## src/rtl/module_receiver_fifo_if.sv

```systemverilog
// Handshake and read-port bundle for module_receiver_fifo.
// The source/consumer side takes the master modport; the receiver takes slave.
interface module_receiver_fifo_if #(
    parameter int DATA_WIDTH = 16,
    parameter int DEPTH      = 32
);
    logic                    Req;
    logic [DATA_WIDTH-1:0]   Entrada;
    logic                    Ack;
    logic                    RdEn;
    logic                    Clear;
    logic [DATA_WIDTH-1:0]   DataOut;
    logic                    Empty;
    logic                    Full;
    logic [$clog2(DEPTH):0]  Count;
    logic                    Stall;

    modport master (
        output Req, Entrada, RdEn, Clear,
        input  Ack, DataOut, Empty, Full, Count, Stall
    );

    modport slave (
        input  Req, Entrada, RdEn, Clear,
        output Ack, DataOut, Empty, Full, Count, Stall
    );
endinterface

```

## src/rtl/module_receiver_fifo.sv

```systemverilog
// Four-phase Req/Ack receiver feeding a circular buffer with a registered
// read port. Req is synchronised; Entrada is bundled data and is sampled
// directly once the synchronised Req is seen. A full buffer withholds Ack
// until a slot frees up, so no word is lost.
module module_receiver_fifo #(
    parameter int DATA_WIDTH  = 16,
    parameter int DEPTH       = 32,
    parameter int SYNC_STAGES = 2
) (
    input logic                   Clock,
    input logic                   Reset,
    module_receiver_fifo_if.slave bus
);
    localparam int AW = $clog2(DEPTH);
    localparam int CW = AW + 1;

    typedef enum logic {
        IDLE  = 1'b0,
        ACKED = 1'b1
    } state_t;

    state_t                  state, state_next;
    logic [SYNC_STAGES-1:0]  req_sync;
    logic                    req_s;
    logic [DATA_WIDTH-1:0]   mem [DEPTH];
    logic [AW-1:0]           wr_ptr, rd_ptr;
    logic [CW-1:0]           count;
    logic [DATA_WIDTH-1:0]   dout;
    logic                    full, empty;
    logic                    wr_fire, rd_fire;

    assign req_s   = req_sync[SYNC_STAGES-1];
    assign full    = (count == CW'(DEPTH));
    assign empty   = (count == '0);
    // A read on a non-empty buffer; when full it frees the slot the stalled write needs.
    assign rd_fire = bus.RdEn && !empty;

    // Shift the asynchronous Req through the synchroniser chain.
    always_ff @(posedge Clock) begin
        if (!Reset) req_sync <= '0;
        else        req_sync <= {req_sync[SYNC_STAGES-2:0], bus.Req};
    end

    // Handshake state register.
    always_ff @(posedge Clock) begin
        if (!Reset) state <= IDLE;
        else        state <= state_next;
    end

    // Next-state and write decision; a write is allowed when a slot is free now.
    always_comb begin
        state_next = state;
        wr_fire    = 1'b0;
        case (state)
            IDLE: begin
                if (req_s && (!full || rd_fire)) begin
                    wr_fire    = 1'b1;
                    state_next = ACKED;
                end
            end
            ACKED: begin
                if (!req_s) state_next = IDLE;
            end
            default: state_next = IDLE;
        endcase
    end

    // Storage array; Clear discards a coincident write, contents are never reset.
    always_ff @(posedge Clock) begin
        if (wr_fire && !bus.Clear) mem[wr_ptr] <= bus.Entrada;
    end

    // Pointers, occupancy and registered read data.
    always_ff @(posedge Clock) begin
        if (!Reset) begin
            wr_ptr <= '0;
            rd_ptr <= '0;
            count  <= '0;
            dout   <= '0;
        end else if (bus.Clear) begin
            wr_ptr <= '0;
            rd_ptr <= '0;
            count  <= '0;
        end else begin
            if (wr_fire) wr_ptr <= wr_ptr + 1'b1;
            if (rd_fire) begin
                rd_ptr <= rd_ptr + 1'b1;
                dout   <= mem[rd_ptr];
            end
            if (wr_fire && !rd_fire)      count <= count + 1'b1;
            else if (rd_fire && !wr_fire) count <= count - 1'b1;
        end
    end

    assign bus.Ack     = (state == ACKED);
    assign bus.DataOut = dout;
    assign bus.Count   = count;
    assign bus.Empty   = empty;
    assign bus.Full    = full;
    assign bus.Stall   = req_s && (state == IDLE) && full;

endmodule

```

## src/flat_wrapper.sv

```systemverilog
// flat-port wrapper written by rule: the top's interface ports become plain ports
module module_receiver_fifo_flat 
#(
    parameter int DATA_WIDTH  = 16,
    parameter int DEPTH       = 32,
    parameter int SYNC_STAGES = 2
)
  (Clock, Reset, bus_Req, bus_Entrada, bus_RdEn, bus_Clear, bus_Ack, bus_DataOut, bus_Empty, bus_Full, bus_Count, bus_Stall);
  module_receiver_fifo_if #(.DATA_WIDTH(DATA_WIDTH), .DEPTH(DEPTH)) bus_i ();
  input logic Clock;
  input logic Reset;
  input wire logic [$bits(bus_i.Req)-1:0] bus_Req;
  input wire logic [$bits(bus_i.Entrada)-1:0] bus_Entrada;
  input wire logic [$bits(bus_i.RdEn)-1:0] bus_RdEn;
  input wire logic [$bits(bus_i.Clear)-1:0] bus_Clear;
  output wire logic [$bits(bus_i.Ack)-1:0] bus_Ack;
  output wire logic [$bits(bus_i.DataOut)-1:0] bus_DataOut;
  output wire logic [$bits(bus_i.Empty)-1:0] bus_Empty;
  output wire logic [$bits(bus_i.Full)-1:0] bus_Full;
  output wire logic [$bits(bus_i.Count)-1:0] bus_Count;
  output wire logic [$bits(bus_i.Stall)-1:0] bus_Stall;
  assign bus_i.Req = bus_Req;
  assign bus_i.Entrada = bus_Entrada;
  assign bus_i.RdEn = bus_RdEn;
  assign bus_i.Clear = bus_Clear;
  assign bus_Ack = bus_i.Ack;
  assign bus_DataOut = bus_i.DataOut;
  assign bus_Empty = bus_i.Empty;
  assign bus_Full = bus_i.Full;
  assign bus_Count = bus_i.Count;
  assign bus_Stall = bus_i.Stall;
  module_receiver_fifo #(.DATA_WIDTH(DATA_WIDTH), .DEPTH(DEPTH), .SYNC_STAGES(SYNC_STAGES)) u_core (.Clock(Clock), .Reset(Reset), .bus(bus_i));
endmodule
```

## config.mk

```make
export PLATFORM = sky130hd
export DESIGN_NAME = module_receiver_fifo_flat
export DESIGN_NICKNAME = d
export VERILOG_FILES = /design/src/rtl/module_receiver_fifo_if.sv /design/src/rtl/module_receiver_fifo.sv /design/src/flat_wrapper.sv
export SDC_FILE = /design/constraint.sdc
export NUM_CORES = 1
export LEC_CHECK = 0
export BUFFER_PORTS_ARGS = -buffer_cell sky130_fd_sc_hd__buf_2
export CAP_MARGIN = 10
export CORE_MARGIN = 5
export CORE_UTILIZATION = 56
export DETAILED_ROUTE_END_ITERATION = 10
export PLACE_DENSITY = 0.72
export SYNTH_ARGS = -nofsm -noshare
export SYNTH_HDL_FRONTEND = slang
export SYNTH_SLANG_ARGS = --single-unit
```

## constraint.sdc

```tcl
create_clock -name Clock -period 3.5 [get_ports Clock]
set_input_delay 1.05 -clock Clock [delete_from_list [all_inputs] [get_ports Clock]]
set_output_delay 1.05 -clock Clock [all_outputs]
set_load 0.01 [all_outputs]
```

* Word level (Yosys, flattened, before mapping) *
Memories as Yosys holds them, arrays and structs flattened. A register that Yosys moved wholly into a read port is not among the register bits.
Cells that the tools add are included.

word-level totals
  bits in registers = 19
  memories kept = 1
  RAM bits = 512
  output and inout port bits = 26

cells by class
  bitwise operators = 3
  add/sub/neg operators = 4
  multiplexer cells = 8
  eq/ne operators = 1
  reduce and logical (&&, ||, !) cells = 18

memory list
  memory      words  width  rd ports  clocked after Yosys merged registers in  write ports  line                        source
  u_core.mem  32     16     1         1                                        1            module_receiver_fifo.sv:25  logic [DATA_WIDTH-1:0] mem [DEPTH];

operators by type and width
  operator             count
  $mux 6               2
  $add 5x1->5 const B  2
  $logic_and 1x1->1    7
  $add 6x1->6 const B  1
  $eq 6x6->1 const B   1
  $logic_not 1->1      6
  $logic_not 6->1      1
  $sub 6x1->6 const B  1
  $mux 1               5
  $not 1->1            3
  $pmux 1 s2           1
  $reduce_and 2->1     1
  $reduce_bool 2->1    1
  $reduce_or 2->1      1
  $logic_or 1x1->1     1

* Depth between registers and ports, before layout *
  depth in word-level cells = 11
  depth in mapped cells = 11
  mapped depth without buffers = 11

* Worst setup path after synthesis *
Ideal clock, no wire load.

  path type = input to register
  start point = input bus_RdEn
  end point = register u_core.count[4] (netlist: u_core.bus.Count[4])
  setup slack = 0.178 ns
  cell stages on the path = 10
  library setup time = 0.070 ns
  data arrival time = 3.252 ns
  buffers on the path = 0
  cell sequence = inv_1 > a41oi_1 > ha_1 > inv_1 > ha_1 > nor2b_1 > o21a_1 > o21ai_0 > or3b_2 > a21oi_1

on the way
  word-level cells in the longest chain between the ends = 8
  elaborated cells on any way between the ends = 11
  classes of those cells = mux (3); reduce/logical (8)

RTL lines
  what                                line                        source
  from (decl)                         flat_wrapper.sv:14          input wire logic [$bits(bus_i.RdEn)-1:0] bus_RdEn;
  $logic_and 1x1->1 (*)               module_receiver_fifo.sv:36  assign rd_fire = bus.RdEn && !empty;
  $logic_or 1x1->1                    module_receiver_fifo.sv:56  if (req_s && (!full || rd_fire)) begin
  $logic_and 1x1->1                   module_receiver_fifo.sv:56
  $mux 1                              module_receiver_fifo.sv:56
  $mux 1                              module_receiver_fifo.sv:54  case (state)
  $logic_not 1->1                     module_receiver_fifo.sv:91  else if (rd_fire && !wr_fire) count <= count - 1'b1;
  $logic_and 1x1->1                   module_receiver_fifo.sv:91
  $reduce_bool 2->1 (no source line)  n/a
  to (signal assigned)                module_receiver_fifo.sv:90  if (wr_fire && !rd_fire) count <= count + 1'b1;
  to (signal assigned)                module_receiver_fifo.sv:91
  to (decl)                           module_receiver_fifo.sv:27  logic [CW-1:0] count;

Every way passes the cells marked *; elsewhere a longest branch is shown, timed or not.
A chain may end at the register's enable or synchronous reset.

* Final worst setup path *
  start point = register u_core.count[0] (netlist: u_core.bus.Count[0])
  end point = register u_core.count[4] (netlist: u_core.bus.Count[4])

on the way
  word-level cells in the longest chain between the ends = 10
  elaborated cells on any way between the ends = 18
  classes of those cells = add/sub (2); eq/ne (1); mux (4); reduce/logical (11)

RTL lines
  what                                line                        source
  $logic_not 6->1                     module_receiver_fifo.sv:34  assign empty = (count == '0);
  $logic_not 1->1                     module_receiver_fifo.sv:36
  $logic_and 1x1->1                   module_receiver_fifo.sv:36
  $logic_or 1x1->1                    module_receiver_fifo.sv:56
  $logic_and 1x1->1                   module_receiver_fifo.sv:56
  $mux 1                              module_receiver_fifo.sv:56
  $mux 1                              module_receiver_fifo.sv:54
  $logic_not 1->1                     module_receiver_fifo.sv:91
  $logic_and 1x1->1                   module_receiver_fifo.sv:91
  $reduce_bool 2->1 (no source line)  n/a

Several ways; a longest one is shown, not always the timed one. The select of a mux whose other input is x is not followed.

==> flow_metrics.py <==
metrics = {
    "yosys": {
        "synth_area_leaders": "edfxtp_1 (73%), mux4_2 (9.5%), dfxtp_1 (3.3%)",
        "netlist_instances": 1042,
        "ys.flop_type": "edfxtp_1",
        "yosysMostFrequentCell": "edfxtp_1",
        "synth-edff-count": 512,
        "ys_seq_area_share_pct": 75.97,
        "synth_top_area_share_pct": 72.66,
        "synth_common_cells": "edfxtp_1 (512), mux4_2 (89), mux2i_1 (64)",
        "synth_top_area_cell": "edfxtp_1",
        "syn_area_per_cell_um2": 20.31,
        "syn_nets": 1074,
        "yosysUniqueCellTypes": 49,
        "yosysWarningCount": 0,
        "synth-seq-cells": 547,
        "async_flop_share_pct": 0,
        "syn_area_um2": 21160,
    },
    "timing": {
        "hold_viol_final": 0,
        "slew_viol_final": 0,
        "fmax_mhz": 341.5,
        "whs_ns": 0.4503,
        "setup-violations-final": 0,
        "min_period_ns": 2.928,
        "slew-limit-headroom_pct": 18.07,
        "final.setup.tns_ns": 0,
        "rsz0062_at_grt": "no",
        "finClkSkew_ns": 0.01437,
        "worstMarginPinSlew_ns": 1.228,
        "finalCritPeriodShare_pct": 83.66,
    },
    "cts": {
        "htree_levels": 2,
        "cts-root-buf": "clkbuf_16",
        "cts.sinks": 547,
        "cts_inserted_buffers": 52,
        "cts_resized": 0,
        "worstSkewPairLatency_ns": 0.57,
        "cts.path.max_buffers": 3,
        "hold_buffers": 0,
        "cts_setup_buffers": 0,
        "cts_tree": "done",
        "clk_pin_slew_ns": 0.06,
    },
    "global_route": {
        "grt_usage_pct": 21.63,
        "grt_first_pass_wirelength_um": 66630,
        "antenna_found_initial": 0,
        "overflow": 0,
        "grt_pass1_vias": 10270,
        "grt_max_degree": 70,
    },
    "worst_setup_path": {
        "r2r_start": "u_core.bus.Count[0]",
        "cp_data_required_time_ns": 3.98,
        "cp_max_fo": 5,
        "ff2ff_path_depth": 11,
        "crit_path_start_kind": "flop",
        "arrival_ns": 3.41,
        "worstSetupEndpointType": "flop",
        "path_class": "reg2reg",
        "r2r-end": "u_core.bus.Count[4]",
        "r2r_slack_ns": 0.57,
    },
    "min_path": {
        "hp-class": "reg2reg",
        "min_path_cells": 1,
        "hold_start": "u_core.req_sync[0]",
        "min_to": "u_core.req_sync[1]",
    },
    "placed_design": {
        "dp.final_hpwl_um": 25830,
        "place_congestion": 0.7714,
        "port_buffers": 46,
    },
    "floorplan": {
        "initial_core_util_pct": 56.44,
        "ios": 47,
        "dieArea_um2": 41770,
        "rows": 71,
        "core_um2": 37490,
        "die_x_um": 204.4,
        "die_y_um": 204.4,
    },
    "drt": {
        "met3_wirelength_um": 3328,
        "drt-vias-per-instance": 6.088,
        "routed_wl_um": 44350,
        "drt_iter0_drc": 1030,
        "vias": 10300,
        "route.met2.wl_um": 21320,
        "drcViolationCount": 0,
        "first_pass_iters": 5,
        "drtAntennaViolNets": 0,
        "drt-wirelength-per-cell_um": 26.21,
        "routed.top_layer": "met4",
        "met1_length_um": 18790,
    },
    "pwr": {
        "power_density_nw_per_um2": 556.9,
        "ir_worst_vdd_uv": 430.6,
        "total_power_mw": 13.22,
        "power.leakage_nw": 7.393,
    },
    "cells_and_area": {
        "drive_gt1_share_pct": 23.62,
        "areaGrowthSynthToFinish_pct": 12.18,
        "nNetsFinal": 1171,
        "nFillCells": 2572,
        "n_antenna_cell": 0,
    },
    "outcome": {
        "status": "finished clean",
    },
    "flow_run": {
        "max-cap-violations": 0,
    },
}
## layout make-up
cell class | instances | area [µm²] | area share [%]
multi-input cells | 426 | 4708 | 19.84
clock inverters | 10 | 41.29 | 0.1739
repair buffers | 100 | 698.2 | 2.941
well taps | 511 | 639.4 | 2.694
inverters | 12 | 45.04 | 0.1898
clock buffers | 86 | 1520 | 6.405
flip-flops and latches | 547 | 16080 | 67.76
## power by group
group / leakage, nW / switching [mW] / internal, mW
Sequential: 4.89 / 0.0429 / 7.18
Clock: 0.757 / 2.23 / 2.94
Combinational: 1.75 / 0.465 / 0.364
## metrics by stage
step	instance area, µm²	setup slack (ns)	util, %	instances
after floorplan	21160	0.1782	-	1042
after global placement	22180	0.2397	59.15	1596
after detailed placement	22180	0.2025	59.15	1596
after CTS	23740	0.5779	63.32	1692
after global routing	23740	0.3796	63.32	1692
final	23740	0.5721	63.32	1692
## cell families (layout without fill, tap and decap cells)
kind of cell    after synthesis  in the layout  synth area share, %
fa+ha+maj                    11             11               0.6859
xor+xnor                     11             11               0.4553
simple gates                 99             99                2.170
mux                         162            162                13.55
compound gates              143            143                5.334
flops                       547            547                75.97
buf+inv                      69            208                1.833
## how the worst max path moves through the flow
stage / cells after the start / from / slack (ns) / to
detailed placement: 11 / bus_RdEn / 0.20 / u_core.bus.Count[4]
global route: 11 / u_core.bus.Count[0] / 0.38 / u_core.bus.Count[4]
floorplan: 10 / bus_RdEn / 0.18 / u_core.bus.Count[4]
CTS: 11 / u_core.bus.Count[0] / 0.58 / u_core.bus.Count[4]
finish: 11 / u_core.bus.Count[0] / 0.57 / u_core.bus.Count[4]
global placement: 11 / bus_RdEn / 0.24 / u_core.bus.Count[4]
## registers in the layout (all words and copies together), names as in the netlist
| name | count |
|---|---|
| u_core.wr_ptr | 5 |
| u_core.rd_ptr | 5 |
| u_core.bus.Ack | 1 |
| u_core.req_sync | 2 |
| u_core.mem | 512 |
| u_core.bus.Count | 6 |
| u_core.bus.DataOut | 16 |
## placed cells by master (no fill, tap or decap), types with 2 or more instances in the layout
cell	netlist	final
o21a_1	2	2
nand3_1	4	4
xnor2_1	4	4
buf_2	13	46
mux2i_1	64	64
nor4_1	2	2
xor2_1	7	7
a22o_1	30	30
buf_12	3	5
clkinv_2	0	3
or3b_2	2	2
buf_4	7	49
clkbuf_8	0	7
and2_1	2	2
dfxtp_1	35	32
a22oi_1	16	16
nand3b_1	4	4
o22ai_1	16	16
clkinv_1	0	7
a21oi_1	38	38
nand2b_1	2	2
nor2_1	51	50
clkbuf_1	27	26
o21ai_0	3	3
edfxtp_1	512	512
nor2b_1	5	3
nand2_1	18	18
mux4_2	89	89
a2111oi_2	15	15
clkbuf_16	0	53
dfxtp_4	0	2
inv_1	12	12
mux4_1	8	8
nand4_1	4	4
ha_1	10	10
o221ai_1	15	15
## critical path, cell delays in order, from the launching register on
cell and delay, ns:
dfxtp_1 0.36, nor4_2 0.44, a31oi_1 0.17, inv_1 0.14
ha_1 0.27, inv_1 0.12, ha_1 0.33, nor2b_1 0.14
o21a_1 0.17, o21ai_0 0.12, or3b_2 0.44, a21oi_1 0.14
## routing by layer
layer / GRT usage (%) / up-vias
met5: 0 / -
met4: 5.240 / 0
met3: 3.427 / 52
met2: 33.78 / 376
met1: 32.84 / 5361
li1: - / 4512
(Power assumes the default switching activity.)
